==> src/rtl/spi_defs.sv <==
// Shared encodings and defaults for the SPI slave receive path.
package spi_defs;

   typedef enum logic [1:0] {
      IDLE   = 2'b00,
      ACTIVE = 2'b01,
      CHECK  = 2'b10
   } state_t;

   // {cpol, cpha}
   typedef enum logic [1:0] {
      MODE0 = 2'b00,
      MODE1 = 2'b01,
      MODE2 = 2'b10,
      MODE3 = 2'b11
   } spi_mode_t;

   localparam int DEF_WIDTH       = 8;
   localparam int DEF_SYNC_STAGES = 2;

endpackage

==> src/rtl/spi_sync.sv <==
// N-stage single-bit synchroniser with a configurable reset value.
// Latency STAGES clk edges; no backpressure.
module spi_sync #(
   parameter int   STAGES  = 2,
   parameter logic RST_VAL = 1'b0
) (
   input  logic clk,
   input  logic rst,
   input  logic d,
   output logic q
);

   logic [STAGES-1:0] chain;

   always_ff @(posedge clk) begin
      if (rst) chain <= {STAGES{RST_VAL}};
      else     chain <= {chain[STAGES-2:0], d};
   end

   assign q = chain[STAGES-1];

endmodule

==> src/rtl/spi_sipo_rx.sv <==
// SPI slave receive path: latch-framed serial bits to a WIDTH-bit word, all four modes.
// Result SYNC_STAGES+2 edges after latch rises; a full word is dropped (overrun) while out_valid is held.
module spi_sipo_rx
   import spi_defs::*;
#(
   parameter int WIDTH       = DEF_WIDTH,
   parameter int SYNC_STAGES = DEF_SYNC_STAGES,
   parameter int CNT_W       = $clog2(WIDTH + 2)
) (
   input  logic             clk,
   input  logic             rst,
   input  logic             spi_clk,
   input  logic             serial_in,
   input  logic             latch,
   input  logic             cpol,
   input  logic             cpha,
   input  logic             lsb_first,
   output logic [WIDTH-1:0] parallel_out,
   output logic             out_valid,
   input  logic             out_ready,
   output logic             under_flow,
   output logic             over_flow,
   output logic             overrun,
   output logic             busy
);

   localparam logic [CNT_W-1:0] CNT_FULL = CNT_W'(WIDTH);
   localparam logic [CNT_W-1:0] CNT_SAT  = CNT_W'(WIDTH + 1);

   logic sclk_s, sdi_s, latch_s;
   logic sclk_d, latch_d;

   spi_sync #(.STAGES(SYNC_STAGES), .RST_VAL(1'b0)) u_sync_sclk (
      .clk(clk), .rst(rst), .d(spi_clk), .q(sclk_s)
   );
   spi_sync #(.STAGES(SYNC_STAGES), .RST_VAL(1'b0)) u_sync_sdi (
      .clk(clk), .rst(rst), .d(serial_in), .q(sdi_s)
   );
   // Latch resets asserted so a frame already low at reset release never looks like a start.
   spi_sync #(.STAGES(SYNC_STAGES), .RST_VAL(1'b0)) u_sync_latch (
      .clk(clk), .rst(rst), .d(latch), .q(latch_s)
   );

   state_t           state, state_n;
   spi_mode_t        mode_q;
   logic             cpol_q, cpha_q, lsb_q;
   logic [WIDTH-1:0] sr;
   logic [CNT_W-1:0] count;

   logic sclk_edge, leading, trailing, sample;
   logic start, shift_en, load, uf, of, ovr;

   assign {cpol_q, cpha_q} = mode_q;
   assign sclk_edge = (sclk_s != sclk_d);
   assign leading   = sclk_edge && (sclk_s != cpol_q);
   assign trailing  = sclk_edge && (sclk_s == cpol_q);
   assign sample    = cpha_q ? trailing : leading;
   assign busy      = (state == ACTIVE);

   always_ff @(posedge clk) begin
      if (rst) state <= IDLE;
      else     state <= state_n;
   end

   always_comb begin
      state_n  = state;
      start    = 1'b0;
      shift_en = 1'b0;
      load     = 1'b0;
      uf       = 1'b0;
      of       = 1'b0;
      ovr      = 1'b0;
      case (state)
         IDLE: begin
            if (latch_d && !latch_s) begin
               state_n = ACTIVE;
               start   = 1'b1;
            end
         end
         ACTIVE: begin
            if (latch_s)     state_n  = CHECK;
            else if (sample) shift_en = 1'b1;
         end
         CHECK: begin
            state_n = IDLE;
            if (count == CNT_FULL) begin
               load = !out_valid || out_ready;
               ovr  = out_valid && !out_ready;
            end
            uf = (count < CNT_FULL);
            of = (count > CNT_FULL);
         end
         default: state_n = IDLE;
      endcase
   end

   always_ff @(posedge clk) begin
      if (rst) begin
         sclk_d       <= 1'b0;
         latch_d      <= 1'b0;
         mode_q       <= MODE0;
         lsb_q        <= 1'b0;
         sr           <= '0;
         count        <= '0;
         parallel_out <= '0;
         out_valid    <= 1'b0;
         under_flow   <= 1'b0;
         over_flow    <= 1'b0;
         overrun      <= 1'b0;
      end else begin
         sclk_d  <= sclk_s;
         latch_d <= latch_s;
         if (start) begin
            sr     <= '0;
            count  <= '0;
            mode_q <= spi_mode_t'({cpol, cpha});
            lsb_q  <= lsb_first;
         end else if (shift_en) begin
            // Extra bits beyond WIDTH only advance the counter so the frame reads as over-length.
            if (count < CNT_FULL)
               sr <= lsb_q ? {sdi_s, sr[WIDTH-1:1]} : {sr[WIDTH-2:0], sdi_s};
            if (count < CNT_SAT)
               count <= count + 1'b1;
         end
         under_flow <= uf;
         over_flow  <= of;
         overrun    <= ovr;
         if (load) begin
            parallel_out <= sr;
            out_valid    <= 1'b1;
         end else if (out_valid && out_ready) begin
            out_valid <= 1'b0;
         end
      end
   end

endmodule

==> config.mk <==
export PLATFORM = sky130hd
export DESIGN_NAME = spi_sipo_rx
export DESIGN_NICKNAME = d
export VERILOG_FILES = /design/src/rtl/spi_defs.sv /design/src/rtl/spi_sync.sv /design/src/rtl/spi_sipo_rx.sv
export SDC_FILE = /design/constraint.sdc
export NUM_CORES = 1
export LEC_CHECK = 0
export ABC_AREA = 0
export ABC_CLOCK_PERIOD_IN_PS = 3150
export CAP_MARGIN = 20
export CORE_MARGIN = 10
export CORE_UTILIZATION = 25
export CTS_BUF_LIST = sky130_fd_sc_hd__clkbuf_8
export DETAILED_ROUTE_END_ITERATION = 8
export PLACE_DENSITY = 0.5
export SLEW_MARGIN = 20
export SYNTH_ARGS = -nofsm -noshare
export SYNTH_HDL_FRONTEND = slang
export SYNTH_HIERARCHICAL = 1
export SYNTH_SLANG_ARGS = --single-unit
==> constraint.sdc <==
create_clock -name clk -period 3.15 [get_ports clk]
set_input_delay 0.315 -clock clk [delete_from_list [all_inputs] [get_ports clk]]
set_output_delay 0.315 -clock clk [all_outputs]
set_load 0.01 [all_outputs]
---- Word level (Yosys, flattened, before mapping) ----
Index checks and enable logic that the tools add are counted.
storage, ports and cells
  output and inout bits ................... 13
  logic and storage cells ................. 60
  register bits ........................... 37
operators by class
  magnitude comparators ................... 3
  bitwise operators ....................... 2
  equal/unequal tests ..................... 8
  muxes and demuxes ....................... 14
  reductions and logical operators ........ 17
  add/sub/neg operators ................... 1
operator list
  operator             number
  $mux 1               10
  $lt 4x4->1 const B   2
  $mux 8               1
  $reduce_and 2->1     3
  $logic_and 1x1->1    5
  $add 4x1->4 const B  1
  $eq 4x4->1 const B   1
  $gt 4x4->1 const B   1
  $mux 2               2
  $pmux 2 s2           1
  $reduce_or 2->1      2
  $logic_not 1->1      3
  $reduce_or 3->1      1
  $eq 2x1->1 const B   1
  $eq 2x2->1 const B   1
  $logic_not 2->1      1
  $ne 1x1->1           2
  $ne 2x1->1 const B   1
  $ne 2x2->1 const B   1
  $not 1->1            2
  $reduce_bool 2->1    1
  $eq 1x1->1           1
  $logic_or 1x1->1     1

---- Logic depth before layout (Yosys ltp) ----
  word-level depth ........................ 7
  mapped depth ............................ 6
  depth with buffers taken out ............ 6

---- Cells and area by module ----
Netlist, hierarchy kept.
by module, submodules not included
  module       sequential area each (sq um)  instances  cells an instance  area each (sq um)
  spi_sipo_rx  620.6                         1          145                1405.1
  spi_sync     40.0                          3          4                  52.6

---- Worst setup path before layout ----
Ideal clock, no wire load.
  path kind ............................... register to register
  start point ............................. register state[0]
  end point ............................... register sr[0]
  path buffers ............................ 2
  setup slack ............................. 1.507 ns
  period minus slack after synthesis ...... 1.643 ns
  cell stages (with the launch flop) ...... 7
  arrival ................................. 1.502 ns
  cells stage by stage .................... dfxtp_1 > or3b_1 > buf_2 > or2_0 > buf_6 > a2111oi_2 > nor4_1
between the ends
  word-level cells in the longest chain between the ends .. 3
RTL lines
  what                                                                  RTL line            RTL
  from (decl)                                                           spi_sipo_rx.sv:44   state_t state, state_n;
  from (signal assigned)                                                spi_sipo_rx.sv:62   else state <= state_n;
  $eq 2x1->1 / $logic_not 2->1 (equally long branches)                  spi_sipo_rx.sv:73   case (state)
  $mux 1                                                                spi_sipo_rx.sv:73
  $reduce_and 2->1 (no line) / $reduce_or 2->1 (equally long branches)  --
  to (signal assigned)                                                  spi_sipo_rx.sv:121  sr <= lsb_q ? {sdi_s, sr[WIDTH-1:1]} : {sr[WIDTH-2:0], sdi_s};
  to (decl)                                                             spi_sipo_rx.sv:47   logic [WIDTH-1:0] sr;
Parallel ways exist; a longest one is shown, timed or not.
A chain may end at the register's enable or synchronous reset.

---- Final worst setup path ----
  start point ............................. register state[0]
  end point ............................... register sr[5]
The elaborated chain is that of the path after synthesis.

==> metrics.cfg <==
[layout]
final_cells = 253
syn_to_final_growth_pct = 23.8
n_antenna_cell = 0
final_layout_size_suffix_gt1_share_pct = 11.2
fin_nets = 189

[drt]
via_count = 1128
antenna_left = 0
wl_per_cell_um = 12.7
drt_wl_total_um = 3200
viasPerCell = 4.46
drcViolationCount = 0
firstDrtPassIters = 4
drt_iter0_drc = 47

[grt]
grt_usage_pct = 6.77
grt_pass1_wl_um = 5480
grt-ovfl-total = 0
antenna_found_initial = 0
grt_max_degree = 29
grt_pass1_vias = 1127

[timing]
tightest_slew_ns = 0.900
layout_min_cycle_time_ns = 1.99
slew_headroom_pct = 40.0
finalCritPeriodShare_pct = 63.1
drv_slew = 0
hold_viol = 0
grt_setup_unrepaired = no
setup-tns-final_ns = 0
setup_viol = 0
fmax_ghz = 0.503
clock_skew_ns = 0.00575

[synthesis]
seq_area_frac_synth_pct = 47.4
synthCells = 157
syn_avg_cell_area_um2 = 9.95
synth.top_cell.area_share_pct = 47.4
synthTopCellsByArea = dfxtp_1, nor2b_1, mux2i_1, a2111oi_2, a21oi_1
synthDistinctLibCells = 32
yosysWarnings = 6
syn_nets = 168
synth_area_um2 = 1560
synth_largest_area_cell = dfxtp_1
synth_seq_cells = 37

[power_and_ir_drop]
peakVddDrop_v = 0.000168
design_power_total_mw = 0.851
leakage_nw = 0.702
power_density_nw_per_um2 = 440

[die]
die_y_um = 99.1
start_util_pct = 26.1
dieArea_um2 = 9810
dieWidth_um = 99.1
rows = 28
coreArea_um2 = 5990
ios = 22

[worst_setup_path]
worstPathArrival_ns = 2.15
cp-end-kind = flip-flop
ff2ff_setup_slack_ns = 1.16
cp.required_ns = 3.31
crit-reg2reg-launch = state[0]
cp_max_fo = 8
r2r-end = sr[5]
reg2regPathDepth = 4
critPathKind = flip-flop to flip-flop
crit_path_start_kind = flip-flop

[clock_tree]
tritoncts = done
hold_buffers = 0
cts_buffers = 5
post_cts_resized = 0
post_cts_buffers = 0
htreeDepth = 2
clock-root-buffer = clkbuf_8
path_clk_slew_ns = 0.07
clock_latency_ns = 0.28
cts_sinks = 37
ctsLongestPathBuffers = 2

[placement]
gp_congestion = 0.697
port_buffers = 21
place_hpwl_um = 2260
dp_cells = 246

[min_path]
hold_path_depth = 1
hp-class = flip-flop to flip-flop
whs_endpoint = u_sync_latch/chain[1]
min_from = u_sync_latch/chain[0]

[flow_run]
cap_violations = 0

[run_status]
status = completed

==> cell usage in the layout, fill, tap and decap left out <==
| cell type | netlist | routed |
|---|---|---|
| mux2i_1 | 10 | 10 |
| or2_0 | 1 | 1 |
| o21a_1 | 1 | 1 |
| nor3_1 | 4 | 4 |
| a21o_1 | 1 | 1 |
| nand2b_1 | 5 | 5 |
| nand2_1 | 8 | 8 |
| clkdlybuf4s50_1 | 0 | 21 |
| or3b_1 | 1 | 1 |
| nor4b_2 | 0 | 1 |
| xnor2_1 | 1 | 1 |
| a2111oi_2 | 6 | 6 |
| clkbuf_8 | 0 | 6 |
| a21oi_1 | 14 | 14 |
| a21boi_0 | 2 | 2 |
| or4b_2 | 1 | 1 |
| nand3_1 | 5 | 5 |
| ha_1 | 2 | 2 |
| or3_1 | 1 | 1 |
| mux2_2 | 1 | 1 |
| nor4_1 | 8 | 8 |
| nand4_1 | 1 | 1 |
| a2111oi_4 | 2 | 2 |
| nor2_1 | 10 | 10 |
| buf_4 | 0 | 3 |
| o21ai_0 | 2 | 2 |
| inv_1 | 2 | 3 |
| and2_1 | 1 | 1 |
| dfxtp_1 | 37 | 37 |
| and2b_1 | 1 | 1 |
| nor2b_1 | 18 | 18 |
==> routing by layer <==
metal	vias to the layer above	routed length, um	share of wire [%]	GRT usage (%)
met5	-	0	0	0
met2	21	1230	38	9.57
met3	5	279	8.7	3.70
li1	601	-	-	-
met1	501	1660	52	8.43
met4	0	36	1.1	2.32
==> area by class of cell <==
cell class              count  area, um2
fillers                   617       4060
clock buffers               6       82.6
inverters                   2       7.51
multi-input cells         108        773
flip-flops and latches     37        741
clock inverters             1       3.75
well taps                  75       93.8
repair buffers             24        233
==> where the power goes <==
part	total [mW]	internal [mW]	leakage, nW	switching, mW
sequential	0.479	0.474	0.300	0.00520
clock	0.327	0.170	0.0485	0.157
combinational	0.0443	0.0209	0.354	0.0234
total	0.851	0.665	0.702	0.186
==> kinds of logic after synthesis <==
logic type	synth area share (%)
DFF	47.4
buffers and inverters	3.52
adders and majority gates	1.60
AOI/OAI and AO/OA	16.3
muxes	7.13
and+or+nand+nor	23.5
xor gates and xnor gates	0.561
==> synth_stat cells <==
cell type,instances
nand3_1,5
buf_2,2
a2111oi_4,2
or3b_1,1
nor4_1,8
clkbuf_1,6
or2_0,1
nor4b_1,1
o21ai_0,2
ha_1,2
mux2i_1,10
or4b_2,1
and2_1,1
nor2b_1,18
xnor2_1,1
nand4_1,1
a21boi_0,2
buf_6,1
nor3_1,4
mux2_2,1
nor2_1,10
a21oi_1,14
nand2_1,8
nand2b_1,5
a2111oi_2,6
or3_1,1
and2b_1,1
buf_1,1
inv_1,2
a21o_1,1
dfxtp_1,37
o21a_1,1
==> stage by stage <==
step                      hold WS, ns  area, um2  util (%)  setup slack [ns]
after floorplan                 0.387       1560         -              1.51
after global placement          0.417       1850      30.8              1.20
after detailed placement        0.429       1850      30.8              1.19
after CTS                       0.446       1930      32.3              1.15
after global routing            0.467       1930      32.3             0.987
final                           0.441       1930      32.3              1.16
==> critical path: stages (launching register included) <==
cell,delay [ns]
dfxtp_1,0.40
or3b_1,0.46
or2_0,0.53
a2111oi_2,0.40
nor4_1,0.08
==> worst max path at each step <==
| stage | start | end | slack (ns) |
|---|---|---|---|
| 2_1_floorplan | state[0] | sr[0] | 1.51 |
| 3_3_place_gp | state[0] | sr[2] | 1.20 |
| 3_5_place_dp | state[0] | sr[2] | 1.19 |
| 4_1_cts | state[0] | sr[2] | 1.15 |
| 5_1_grt | state[0] | sr[4] | 0.99 |
| 6_report | state[0] | sr[5] | 1.16 |
==> flip-flops by register name (all words and copies together), names as in the netlist <==
name,count
under_flow,1
u_sync_latch/chain,2
over_flow,1
out_valid,1
lsb_q,1
state,2
sr,8
mode_q,2
count,4
u_sync_sdi/chain,2
u_sync_sclk/chain,2
sclk_d,1
latch_d,1
parallel_out,8
overrun,1
(Power assumes the default switching activity.)
